--- src/rtl/led_status_pkg.sv ---
// led_status_pkg: shared encodings for the LED status controller.
//   MODE_W   - width of one channel's mode field
//   mode_e   - per-channel mode (OFF / ON / BLINK / ACTIVITY)
//   act_st_e - ACTIVITY stretcher states
//   pwm_gate - brightness gate used when LED_PWM_EN is defined
package led_status_pkg;
  localparam int MODE_W = 2;

  typedef enum logic [MODE_W-1:0] {
    MODE_OFF   = 2'd0,
    MODE_ON    = 2'd1,
    MODE_BLINK = 2'd2,
    MODE_ACT   = 2'd3
  } mode_e;

  typedef enum logic [1:0] {
    ST_IDLE = 2'd0,
    ST_ON   = 2'd1,
    ST_GAP  = 2'd2
  } act_st_e;

  // Full scale (15) bypasses the gate so "max duty" is truly always-on.
  function automatic logic pwm_gate(input logic [3:0] duty, input logic [3:0] cnt);
    return (duty == 4'hF) || (cnt < duty);
  endfunction
endpackage

--- src/rtl/led_channel.sv ---
// led_channel: one LED channel -- mode decode, ACTIVITY stretcher FSM and
// optional PWM gate. The LED output is registered and reflects the mode /
// act inputs sampled on the same edge (one cycle latency).
// Ports:
//   clk, rst_n   - clock, async active-low reset
//   i_mode       - channel mode (mode_e encoding)
//   i_act        - activity pulse (only honoured in ACTIVITY mode)
//   i_tick       - shared tick strobe
//   i_phase      - shared blink phase
//   i_duty       - 4-bit duty (LED_PWM_EN only)
//   i_pwm_cnt    - shared free-running PWM counter (LED_PWM_EN only)
//   o_led        - registered LED drive
// Config macro: LED_PWM_EN adds the PWM gate.
module led_channel
  import led_status_pkg::*;
#(
  parameter int STRETCH = 50
) (
  input  logic              clk,
  input  logic              rst_n,
  input  logic [MODE_W-1:0] i_mode,
  input  logic              i_act,
  input  logic              i_tick,
  input  logic              i_phase,
`ifdef LED_PWM_EN
  input  logic [3:0]        i_duty,
  input  logic [3:0]        i_pwm_cnt,
`endif
  output logic              o_led
);
  localparam int CNT_W = $clog2(STRETCH + 1);

  mode_e            w_mode;
  logic             w_gate;
  logic             w_last;
  act_st_e          r_state;
  logic [CNT_W-1:0] r_cnt;
  logic             r_pend;
  logic             r_led;

  assign w_mode = mode_e'(i_mode);

`ifdef LED_PWM_EN
  assign w_gate = pwm_gate(i_duty, i_pwm_cnt);
`else
  assign w_gate = 1'b1;
`endif

  // Tick that ends the current ON/GAP phase.
  assign w_last = i_tick && (r_cnt == CNT_W'(1));

  // The LED register is loaded with the value of the state being entered,
  // so ACTIVITY shows on the cycle right after act is sampled.
  always_ff @(posedge clk or negedge rst_n) begin
    if (!rst_n) begin
      r_state <= ST_IDLE;
      r_cnt   <= '0;
      r_pend  <= 1'b0;
      r_led   <= 1'b0;
    end else if (w_mode != MODE_ACT) begin
      r_state <= ST_IDLE;
      r_cnt   <= '0;
      r_pend  <= 1'b0;
      case (w_mode)
        MODE_ON:    r_led <= w_gate;
        MODE_BLINK: r_led <= i_phase & w_gate;
        default:    r_led <= 1'b0;
      endcase
    end else begin
      case (r_state)
        ST_IDLE: begin
          // A coincident tick is deliberately not counted here.
          if (i_act) begin
            r_state <= ST_ON;
            r_cnt   <= CNT_W'(STRETCH);
            r_led   <= w_gate;
          end else begin
            r_led   <= 1'b0;
          end
        end
        ST_ON: begin
          if (i_act) r_pend <= 1'b1;
          if (w_last) begin
            r_state <= ST_GAP;
            r_cnt   <= CNT_W'(STRETCH);
            r_led   <= 1'b0;
          end else begin
            if (i_tick) r_cnt <= r_cnt - CNT_W'(1);
            r_led <= w_gate;
          end
        end
        ST_GAP: begin
          if (w_last) begin
            // Activity seen during ON/GAP (including this cycle) retriggers.
            r_pend <= 1'b0;
            if (r_pend || i_act) begin
              r_state <= ST_ON;
              r_cnt   <= CNT_W'(STRETCH);
              r_led   <= w_gate;
            end else begin
              r_state <= ST_IDLE;
              r_cnt   <= '0;
              r_led   <= 1'b0;
            end
          end else begin
            if (i_act)  r_pend <= 1'b1;
            if (i_tick) r_cnt  <= r_cnt - CNT_W'(1);
            r_led <= 1'b0;
          end
        end
        default: begin
          r_state <= ST_IDLE;
          r_cnt   <= '0;
          r_pend  <= 1'b0;
          r_led   <= 1'b0;
        end
      endcase
    end
  end

  assign o_led = r_led;
endmodule

--- src/rtl/led_status_ctrl.sv ---
// led_status_ctrl: multi-channel LED status controller. Holds the shared
// tick prescaler and blink phase generator and instantiates one
// led_channel per LED.
// Ports:
//   clk, rst_n - clock, async active-low reset
//   mode       - MODE_W bits per channel, channel i at [MODE_W*i +: MODE_W]
//   act        - per-channel activity pulse
//   duty       - 4 bits per channel (only with LED_PWM_EN)
//   led        - registered LED drive
//   tick       - one-cycle strobe every TICK_DIV clocks
// Config macro: LED_PWM_EN enables per-channel PWM brightness.
module led_status_ctrl
  import led_status_pkg::*;
#(
  parameter int NUM_CH     = 4,
  parameter int TICK_DIV   = 125000,
  parameter int BLINK_HALF = 250,
  parameter int STRETCH    = 50
) (
  input  logic                     clk,
  input  logic                     rst_n,
  input  logic [MODE_W*NUM_CH-1:0] mode,
  input  logic [NUM_CH-1:0]        act,
`ifdef LED_PWM_EN
  input  logic [4*NUM_CH-1:0]      duty,
`endif
  output logic [NUM_CH-1:0]        led,
  output logic                     tick
);
  localparam int PW = (TICK_DIV   > 1) ? $clog2(TICK_DIV)   : 1;
  localparam int BW = (BLINK_HALF > 1) ? $clog2(BLINK_HALF) : 1;

  logic [PW-1:0] r_presc;
  logic [BW-1:0] r_blink;
  logic          r_phase;
  logic          w_tick;

  // Tick is a decode of the prescaler register, so it is high exactly in
  // the cycle where the count sits at its terminal value.
  assign w_tick = (r_presc == PW'(TICK_DIV - 1));
  assign tick   = w_tick;

  always_ff @(posedge clk or negedge rst_n) begin
    if (!rst_n)      r_presc <= '0;
    else if (w_tick) r_presc <= '0;
    else             r_presc <= r_presc + PW'(1);
  end

  // One shared phase keeps every BLINK channel in lock-step.
  always_ff @(posedge clk or negedge rst_n) begin
    if (!rst_n) begin
      r_blink <= '0;
      r_phase <= 1'b0;
    end else if (w_tick) begin
      if (r_blink == BW'(BLINK_HALF - 1)) begin
        r_blink <= '0;
        r_phase <= ~r_phase;
      end else begin
        r_blink <= r_blink + BW'(1);
      end
    end
  end

`ifdef LED_PWM_EN
  logic [3:0] r_pwm_cnt;

  always_ff @(posedge clk or negedge rst_n) begin
    if (!rst_n) r_pwm_cnt <= '0;
    else        r_pwm_cnt <= r_pwm_cnt + 4'd1;
  end
`endif

  for (genvar i = 0; i < NUM_CH; i++) begin : g_ch
    led_channel #(
      .STRETCH(STRETCH)
    ) u_ch (
      .clk       (clk),
      .rst_n     (rst_n),
      .i_mode    (mode[MODE_W*i +: MODE_W]),
      .i_act     (act[i]),
      .i_tick    (w_tick),
      .i_phase   (r_phase),
`ifdef LED_PWM_EN
      .i_duty    (duty[4*i +: 4]),
      .i_pwm_cnt (r_pwm_cnt),
`endif
      .o_led     (led[i])
    );
  end
endmodule

--- config.mk ---
export PLATFORM = sky130hd
export DESIGN_NAME = led_status_ctrl
export DESIGN_NICKNAME = d
export VERILOG_FILES = /design/src/rtl/led_status_pkg.sv /design/src/rtl/led_channel.sv /design/src/rtl/led_status_ctrl.sv
export SDC_FILE = /design/constraint.sdc
export NUM_CORES = 1
export LEC_CHECK = 0
export ABC_CLOCK_PERIOD_IN_PS = 3700
export CAP_MARGIN = 40
export CELL_PAD_IN_SITES_DETAIL_PLACEMENT = 1
export CELL_PAD_IN_SITES_GLOBAL_PLACEMENT = 1
export CORE_ASPECT_RATIO = 2
export CORE_MARGIN = 2
export CORE_UTILIZATION = 45
export CTS_BUF_LIST = sky130_fd_sc_hd__clkbuf_8
export CTS_CLUSTER_DIAMETER = 30
export DETAILED_ROUTE_END_ITERATION = 6
export MAX_ROUTING_LAYER = met4
export PLACE_DENSITY_LB_ADDON = 0.08
export SLEW_MARGIN = 20
export SYNTH_ARGS = -nofsm -noshare
export SYNTH_HDL_FRONTEND = slang
export SYNTH_SLANG_ARGS = --single-unit
--- constraint.sdc ---
create_clock -name clk -period 3.7 [get_ports clk]
set_input_delay 0.37 -clock clk [delete_from_list [all_inputs] [get_ports clk]]
set_output_delay 0.37 -clock clk [all_outputs]
set_load 0.005 [all_outputs]
* Yosys cells after proc, flatten, opt, wreduce, memory -nomap -nowiden
Index checks and enable logic that the tools add are counted.
W data, S select, Z words.
** Operators by class
- Eq/ne operators :: 42
- Bitwise gates (word level) :: 1
- Muxes and demuxes :: 98
- Reduce and logical (&&, ||, !) cells :: 17
- Add/subtract/negate cells :: 6
** Operators by type and width (number)
- $mux W6 :: 24
- $pmux W6 S3 :: 4
- $mux W1 :: 36
- $mux W2 :: 16
- $eq A6 B1 Y1 const B :: 4
- $ne A3 B1 Y1 const B :: 8
- $pmux W1 S3 :: 8
- $pmux W2 S3 :: 4
- $sub A6 B1 Y6 const B :: 4
- $add A17 B1 Y17 const B :: 1
- $eq A17 B17 Y1 const B :: 1
- $mux W17 :: 1
- $eq A2 B1 Y1 const B :: 8
- $eq A2 B2 Y1 const B :: 8
- $ne A3 B2 Y1 const B :: 4
- $reduce_and A3 Y1 :: 4
- $add A8 B1 Y8 const B :: 1
- $eq A8 B8 Y1 const B :: 1
- $logic_not A2 Y1 :: 4
- $mux W8 :: 1
- $ne A2 B1 Y1 const B :: 4
- $ne A2 B2 Y1 const B :: 4
- $pmux W1 S2 :: 4
- $logic_and A1 B1 Y1 :: 4
- 3 further kinds :: 6
** Storage, ports and cells
- Logic and storage cells :: 183
- Bits in registers :: 66
- Output and inout port bits :: 5
- Bits of input ports :: 14

* Depth between registers and ports, before layout
Gate-level depths: netlist of the first run.
- Word-level depth :: 5
- Depth in mapped cells :: 9
- Gate-level depth less buffers :: 7

* Modules after synthesis
A second synthesis of the first run with hierarchy kept.
** Second synthesis, totals
- Cell total of the unflattened synthesis :: 482
- Area, all modules :: 4464.3 um^2
** Modules (own cells, without submodules)
- led_channel :: area an instance 798.3 um^2, cells an instance 91, sequential area each 250.2 um^2, instances 4
- led_status_ctrl :: area an instance 1271.2 um^2, cells an instance 118, sequential area each 650.6 um^2, instances 1

* Least setup slack after synthesis of the first run
OpenSTA, ideal clock, no wires.
- Path kind :: register to register
- Start :: register r_presc[0]
- End :: register g_ch[1].u_ch.r_cnt[4]
- Library setup time :: 101 ps
- Path buffers :: 1
- Stages on the path, launching flop included :: 8
- Required time :: 3599 ps
- Data arrival time :: 1748 ps
- Setup slack :: 1851 ps
- Path through :: dfrtp_1 -> ha_1 -> and4bb_2 -> nand4_4 -> inv_4 -> buf_6 -> a211o_1 -> o32ai_1
** On the way
- Word-level cells in the longest chain between the ends :: 5
- Elaborated cells between the ends (all ways) :: 7
- Those cells by class :: 1 x eq/ne; 5 x mux; 1 x reduce/logical
** Ends and longest elaborated chain
- from (decl) :: line led_status_ctrl.sv:33 : logic [PW-1:0] r_presc;
- from (signal assigned) :: line led_status_ctrl.sv:46 : else r_presc <= r_presc + PW'(1);
- $eq A17 B17 Y1 * :: line led_status_ctrl.sv:40 : assign w_tick = (r_presc == PW'(TICK_DIV - 1));
- $mux W6 or $logic_and A1 B1 Y1 (tied branches)
- $mux W6, on equally long branches :: line led_channel.sv:93, led_channel.sv:83
- $pmux W6 S3 * :: line led_channel.sv:70 : case (r_state)
- $mux W6 * :: line led_channel.sv:60 : end else if (w_mode != MODE_ACT) begin
- to (signal assigned) :: line led_channel.sv:75 : r_cnt <= CNT_W'(STRETCH);
- to (signal assigned) :: line led_channel.sv:98 : r_cnt <= CNT_W'(STRETCH);
- to (signal assigned) :: line led_channel.sv:107 : if (i_tick) r_cnt <= r_cnt - CNT_W'(1);
- to (decl) :: line led_channel.sv:37 : logic [CNT_W-1:0] r_cnt;
Every way passes the cells marked *; elsewhere a longest branch is shown, timed or not.
A chain may end at the register's enable or synchronous reset.

* Worst setup path in the final report of the first run
- Start :: register r_presc[0]
- End :: output port tick
** On the way
- Word-level cells in the longest chain between the ends :: 1
** Ends and longest elaborated chain
- $eq A17 B17 Y1 :: line led_status_ctrl.sv:40
- to (decl) :: line led_status_ctrl.sv:28 : output logic tick
No other way between the ends.

==> flow_metrics.tcl, run 1 <==
set metrics [dict create \
    synth_edf_count 0 \
    min_path_type "in -> async" \
    worstMarginPinSlew_ns 0.6754 \
    power_leakage_nw 2.293 \
    holdWs_ns 0.4192 \
    via_count 3773 \
    fin_ws_ns 0.6676 \
    clockRootBuffer "clkbuf_8" \
    max_freq_mhz 329.8 \
    finalSetupViolCount 0 \
    cts.path.max_buffers 2 \
    wl_per_cell_um 17.10 \
    power.total_mw 1.616 \
    start_util 0.4607 \
    rsz0062_at_grt "no" \
    groute.usage.overall 0.2284 \
    grt_max_degree 42 \
    post-dp-hpwl_um 8667 \
    dr.pass1.iters 4 \
    grt_pass1_wl_um 18820 \
    fin_crit_ns 3.032 \
    cts_tree "built" \
    antennaDiodeCount 0 \
    cp_cell_sequence "ha_1, and4bb_2, nand4_4, inv_4, clkdlybuf4s50_1" \
    synth_flop_cell "dfrtp_1" \
    fp.dieH_um 145.4 \
    seq_area_frac_synth 0.3672 \
    grt_antenna_before_repair 0 \
    pre_cts_ws_ns 1.015 \
    die_area_sq_mm 0.01086 \
    die_x_um 74.70 \
    slowest_delay_ns 0.59 \
    finalNonFillerCells 662 \
    cts_hold_buffers 0 \
    first_iter_violations 69 \
    cts_buffers 9 \
    routabilityCongestion 0.8435 \
    port_buffers 18 \
    drive_gt1_frac 0.06792 \
    fin_worst_skew_ns 0.009501 \
    synth.avg_cell_area_sq_um 8.889 \
    ir_worst_vdd_mv 0.1851 \
    grt_pass1_vias 4092 \
    ctsResizeCount 0 \
    met1_length_um 4174 \
    critPathKind "reg -> out" \
    crit_path_end_kind "output port" \
    clock-sinks 66 \
    n_fill_cell 1178 \
    synth_fp_nets 563 \
    design_area_sq_mm 0.005006 \
    routed-wl-met3_um 181 \
    yosysWarnings 0 \
    area_delta_synth_final_pct 11.29 \
    min_period_over_period 0.8196 \
    critical_path_peak_fanout 41 \
    ant_nets 0 \
    fp-row-count 51 \
    avgViaCountPerCell 5.699 \
    netlist_area_sq_mm 0.004498 \
    cts-htree-levels 3 \
    worst_ep_required_time_ns 3.33 \
    insertion_delay_ns 0.35 \
    powerDensity_mw_per_mm2 322.9 \
    io_pins 19 \
    setup.worst_path.start_class "register" \
    slowest_stage "clkdlybuf4s50_1" \
    ys_ff_latch 66 \
    post_cts_buffers 0 \
    grt-ovfl-total 0 \
    status "completed" \
    ys_async_sr_fraction 1.000 \
    max-cap-violations 0 \
    core_sq_mm 0.009763 \
    dp.cells 644 \
    clk_pin_slew_worst_paths_ns 0.08 \
    dr_wl_met2_um 6776 \
    finalSetupTns_ns 0 \
    max-slew-margin-rel 0.5463 \
    netlist-cell-type-count 60 \
    drc 0 \
    drt-total-wl_um 11320 \
    slew_viol_final 0 \
    arrival_ns 2.66 \
    final_util 0.5128 \
    syn_inst 506 \
    hold_viol_final 0 \
    top_layer "met4" \
    layout.nets 582 \
    placed_cell_area_sq_mm 0.004771 \
]
[routing by layer]
metal / global-route usage / vias up
met2: 0.4341 / 31
met1: 0.2239 / 1894
li1: - / 1831
met3: 0.03740 / 17
met5: - / -
met4: 0.06875 / 0
[cells in the final DEF, fill, tap and decap left out, types with 3 or more instances in the layout]
cell	Yosys	layout
nor2b_1	12	12
clkbuf_8	0	11
nor2_1	40	40
and2_1	8	8
xnor2_1	8	8
a21oi_1	28	28
buf_4	7	3
nand3_1	16	16
a31oi_1	11	11
clkdlybuf4s50_1	0	17
dfrtp_1	66	66
a21o_1	5	5
or3_1	6	6
nor3_1	19	19
o31ai_1	7	7
inv_1	32	33
mux2i_1	12	12
xor2_1	10	10
o211ai_1	3	3
o221ai_1	3	3
nand2b_1	5	5
o21a_1	7	7
o21ai_0	38	38
and4_1	3	3
ha_1	43	43
nand4_1	10	10
a211oi_1	5	5
or2_2	3	3
nand2_1	45	45
and3_1	7	7
[synth_stat cells (5+ instances only)]
library cell | instances | share of area
mux2i_1 | 12 | 0.027
ha_1 | 43 | 0.12
buf_4 | 7 | 0.012
a21oi_1 | 28 | 0.031
clkbuf_1 | 7 | 0.0058
a31oi_1 | 11 | 0.015
o31ai_1 | 7 | 0.012
dfrtp_1 | 66 | 0.37
nand4_1 | 10 | 0.014
xor2_1 | 10 | 0.019
o21ai_0 | 38 | 0.042
a211oi_1 | 5 | 0.0083
nand3_1 | 16 | 0.018
nor2b_1 | 12 | 0.017
nand2_1 | 45 | 0.038
nand2b_1 | 5 | 0.0070
a21o_1 | 5 | 0.0083
xnor2_1 | 8 | 0.016
and3_1 | 7 | 0.0097
o21a_1 | 7 | 0.012
nor2_1 | 40 | 0.033
and2_1 | 8 | 0.011
or3_1 | 6 | 0.0083
nor3_1 | 19 | 0.021
inv_1 | 32 | 0.027
[worst paths after layout]
path / start / endpoint / slack, ns / cells after the start
min: rst_n / r_presc[9] / 0.42 / 2
max in group asynchronous: rst_n / g_ch[3].u_ch.r_state[0] / 2.53 / 4
max reg2reg: r_presc[0] / g_ch[2].u_ch.r_cnt[2] / 1.21 / 7
min reg2reg: r_presc[12] / r_presc[12] / 0.49 / 1
min in group clk: r_presc[12] / r_presc[12] / 0.49 / 1
max: r_presc[0] / tick / 0.67 / 5
[power breakdown]
group | switching [mW] | internal [mW] | leakage (nW)
Sequential | 0.0205 | 0.741 | 0.891
Clock | 0.290 | 0.345 | 0.103
Combinational | 0.128 | 0.0921 | 1.30
Total | 0.439 | 1.18 | 2.29
[area by class of cell]
class / count / area, sq um / share of cell area
multi-input combinational: 391 / 2625 / 0.5244
sequential: 66 / 1652 / 0.3299
timing repair buffer: 24 / 232.7 / 0.04649
tap: 132 / 165.2 / 0.03299
clock buffer: 11 / 151.4 / 0.03024
inverter: 33 / 126.4 / 0.02524
clock inverter: 5 / 53.80 / 0.01075
[logic make-up after synthesis]
| kind of cell | count (synthesis) | synth area share |
|---|---|---|
| compound gates | 127 | 0.1761 |
| xor+xnor | 18 | 0.03505 |
| fa+ha+maj | 43 | 0.1196 |
| buf+inv | 49 | 0.04924 |
| flops | 66 | 0.3672 |
| mux | 13 | 0.02921 |
| simple gates | 190 | 0.2236 |
[critical path, delay by kind of cell, from the launching register on]
family                     cells  cell delay, ns
adders and majority gates      1            0.25
DFF                            1            0.41
buffers and inverters          2            1.04
and+or+nand+nor                2            0.61
[registers in the layout (all words and copies together) (netlist names)]
| register | flops |
|---|---|
| r_phase | 1 |
| g_ch.u_ch.o_led | 4 |
| g_ch.u_ch.r_pend | 4 |
| r_presc | 17 |
| g_ch.u_ch.r_state | 8 |
| r_blink | 8 |
| g_ch.u_ch.r_cnt | 24 |
Power figures use the tool's default switching activity.
==> run 2, diff against run 1 <==
Settings changed: ABC_CLOCK_PERIOD_IN_PS 3700 to 2900.
Clock period 3.7 ns to 2.9 ns, I/O delays scaled along.
==> run 2 against run 1 <==
Sequential power increased by 28%. Combinational power increased by 29%. Non-clock buffer count increased by 1. Critical path depth unchanged. Global-route usage increased by 0.50 points. Critical path type unchanged. Highest routed layer unchanged.
==> flow_metrics.tcl, run 2 (synthesis gave the netlist of run 1 again) <==
set metrics [dict create \
    critPathKind "reg -> out" \
    first_iter_violations 107 \
    reg2regPathDepth 7 \
    switching_share 0.2853 \
    core_sq_mm 0.009763 \
    slowest_delay_ns 0.58 \
    pwr-share-comb 0.144 \
    cts_tree "built" \
    fp.dieH_um 145.4 \
    max-cap-violations 0 \
    cp_cell_sequence "ha_1, and4bb_2, nand4_4, inv_4, clkdlybuf4s50_1" \
    start_util 0.4607 \
    dr.pass1.iters 4 \
    insertion_delay_ns 0.36 \
    min_period_over_period 0.9224 \
    reg2reg_from "r_presc[0]" \
    antennaDiodeCount 0 \
    powerDensity_mw_per_mm2 395.2 \
    worst_ep_required_time_ns 2.61 \
    drive_gt1_frac 0.06792 \
    cts.path.max_buffers 2 \
    drc 0 \
    finalSetupViolCount 0 \
    power_leakage_nw 2.294 \
    grt_pass1_wl_um 19150 \
    fin_crit_ns 2.675 \
    min_path_type "in -> async" \
    mostFrequentLayoutCells "66 x dfrtp_1, 45 x nand2_1, 43 x ha_1" \
    slowest_stage "clkdlybuf4s50_1" \
    ant_nets 0 \
    regMostFlops "g_ch.u_ch.r_cnt" \
    p_int_mw 1.408 \
    hold_viol_final 0 \
    crit_path_end_kind "output port" \
    clockRootBuffer "clkbuf_8" \
    ir_worst_vdd_mv 0.2254 \
    fin_worst_skew_ns 0.004356 \
    max_freq_mhz 373.8 \
    slew_viol_final 0 \
    cts-htree-levels 3 \
    design_area_sq_mm 0.004986 \
    area_delta_synth_final_pct 10.85 \
    groute.usage.overall 0.2334 \
    avgViaCountPerCell 5.763 \
    reg2reg_to "g_ch[2].u_ch.r_cnt[0]" \
    grt_antenna_before_repair 0 \
    status "completed" \
    holdWs_ns 0.3955 \
    die_x_um 74.70 \
    worstMarginPinSlew_ns 0.6991 \
    p_seq_frac 0.493 \
    final_util 0.5107 \
    placed_cell_area_sq_mm 0.004806 \
    finalSetupTns_ns 0 \
    p_clk_frac 0.363 \
    power.total_mw 1.970 \
    grt_pass1_vias 4148 \
    layout.nets 583 \
    cts_buffers 9 \
    ff2ff_setup_slack_ns 0.71 \
    p_sw_mw 0.5622 \
    final-seq-area_sq_mm 0.001652 \
    clock-sinks 66 \
    post-dp-hpwl_um 8674 \
    grt-ovfl-total 0 \
    via_count 3815 \
    ctsResizeCount 0 \
    die_area_sq_mm 0.01086 \
    clk_pin_slew_worst_paths_ns 0.07 \
    cp_top_family "buffers and inverters" \
    rsz0062_at_grt "no" \
    largest_reg_flops 24 \
    n_fill_cell 1165 \
    max-slew-margin-rel 0.5303 \
    io_pins 19 \
    multiInputGateArea_sq_mm 0.002625 \
    arrival_ns 2.39 \
    crit_buf_inv 2 \
    routabilityCongestion 0.8220 \
    critical_path_peak_fanout 41 \
    post_cts_buffers 0 \
    final_common_cell "dfrtp_1" \
    port_buffers 18 \
    drt-total-wl_um 11440 \
    largestRegisters "g_ch.u_ch.r_cnt x24, r_presc x17" \
    wl_per_cell_um 17.27 \
    fp-row-count 51 \
    setup.worst_path.start_class "register" \
    grt_max_degree 55 \
]
-- run 2: changes by cell type in the layout (fill, tap and decap cells not counted) --
cell and change:
buf_12 -1, buf_16 +1, buf_4 +1, clkinv_2 +2, bufinv_16 -1, clkinvlp_4 -2
-- run 2: worst register-to-register path, cell delays in order, from the launching register on --
cell	delay [ns]
dfrtp_1	0.40
ha_1	0.26
and4bb_2	0.31
nand4_4	0.12
inv_4	0.35
nand3_2	0.20
a31oi_1	0.34
nor2_1	0.09
-- run 2: power groups by stage --
stage | combinational [mW] | clock [mW] | sequential (mW)
2_1_floorplan | 0.181 | 0 | 0.981
3_3_place_gp | 0.271 | 0 | 0.987
3_5_place_dp | 0.286 | 0 | 0.989
4_1_cts | 0.289 | 0.733 | 0.971
5_1_grt | 0.322 | 0.765 | 0.975
6_report | 0.284 | 0.715 | 0.971
-- run 2: worst max path at each step --
| stage | to | slack [ns] | startpoint | depth (start not counted) |
|---|---|---|---|---|
| 4_1_cts | tick | 0.18 | r_presc[0] | 5 |
| 6_report | tick | 0.23 | r_presc[0] | 5 |
| 5_1_grt | tick | 0.05 | r_presc[0] | 5 |
| 3_3_place_gp | tick | 0.64 | r_presc[0] | 5 |
| 3_5_place_dp | g_ch[1].u_ch.r_cnt[3] | 0.47 | mode[3] | 6 |
| 2_1_floorplan | g_ch[1].u_ch.r_cnt[4] | 1.05 | r_presc[0] | 7 |
-- run 2: layout make-up --
| class | count | area share |
|---|---|---|
| clock buffers | 11 | 0.03036 |
| clock inverters | 4 | 0.003764 |
| inverters | 33 | 0.02535 |
| multi-input cells | 391 | 0.5265 |
| flip-flops and latches | 66 | 0.3312 |
| well taps | 132 | 0.03312 |
| repair buffers | 25 | 0.04969 |
-- run 2: metal layers --
layer / track usage / wire, um
met5: - / 0
met4: 0.1089 / 372
met3: 0.03532 / 197
met2: 0.4252 / 6696
met1: 0.2297 / 4168
-- run 2: metrics by stage --
step / std cells / setup slack (ns)
after floorplan: 506 / 1.051
after global placement: 644 / 0.6425
after detailed placement: 646 / 0.4747
after CTS: 662 / 0.1828
after global routing: 662 / 0.05215
final: 662 / 0.2250
-- run 2: timing repair --
item / 4_1_cts / 5_1_grt
hold endpoints to repair: 12 / 0
hold buffers: 1 / 0
endpoints found under the setup margin: 0 / 0
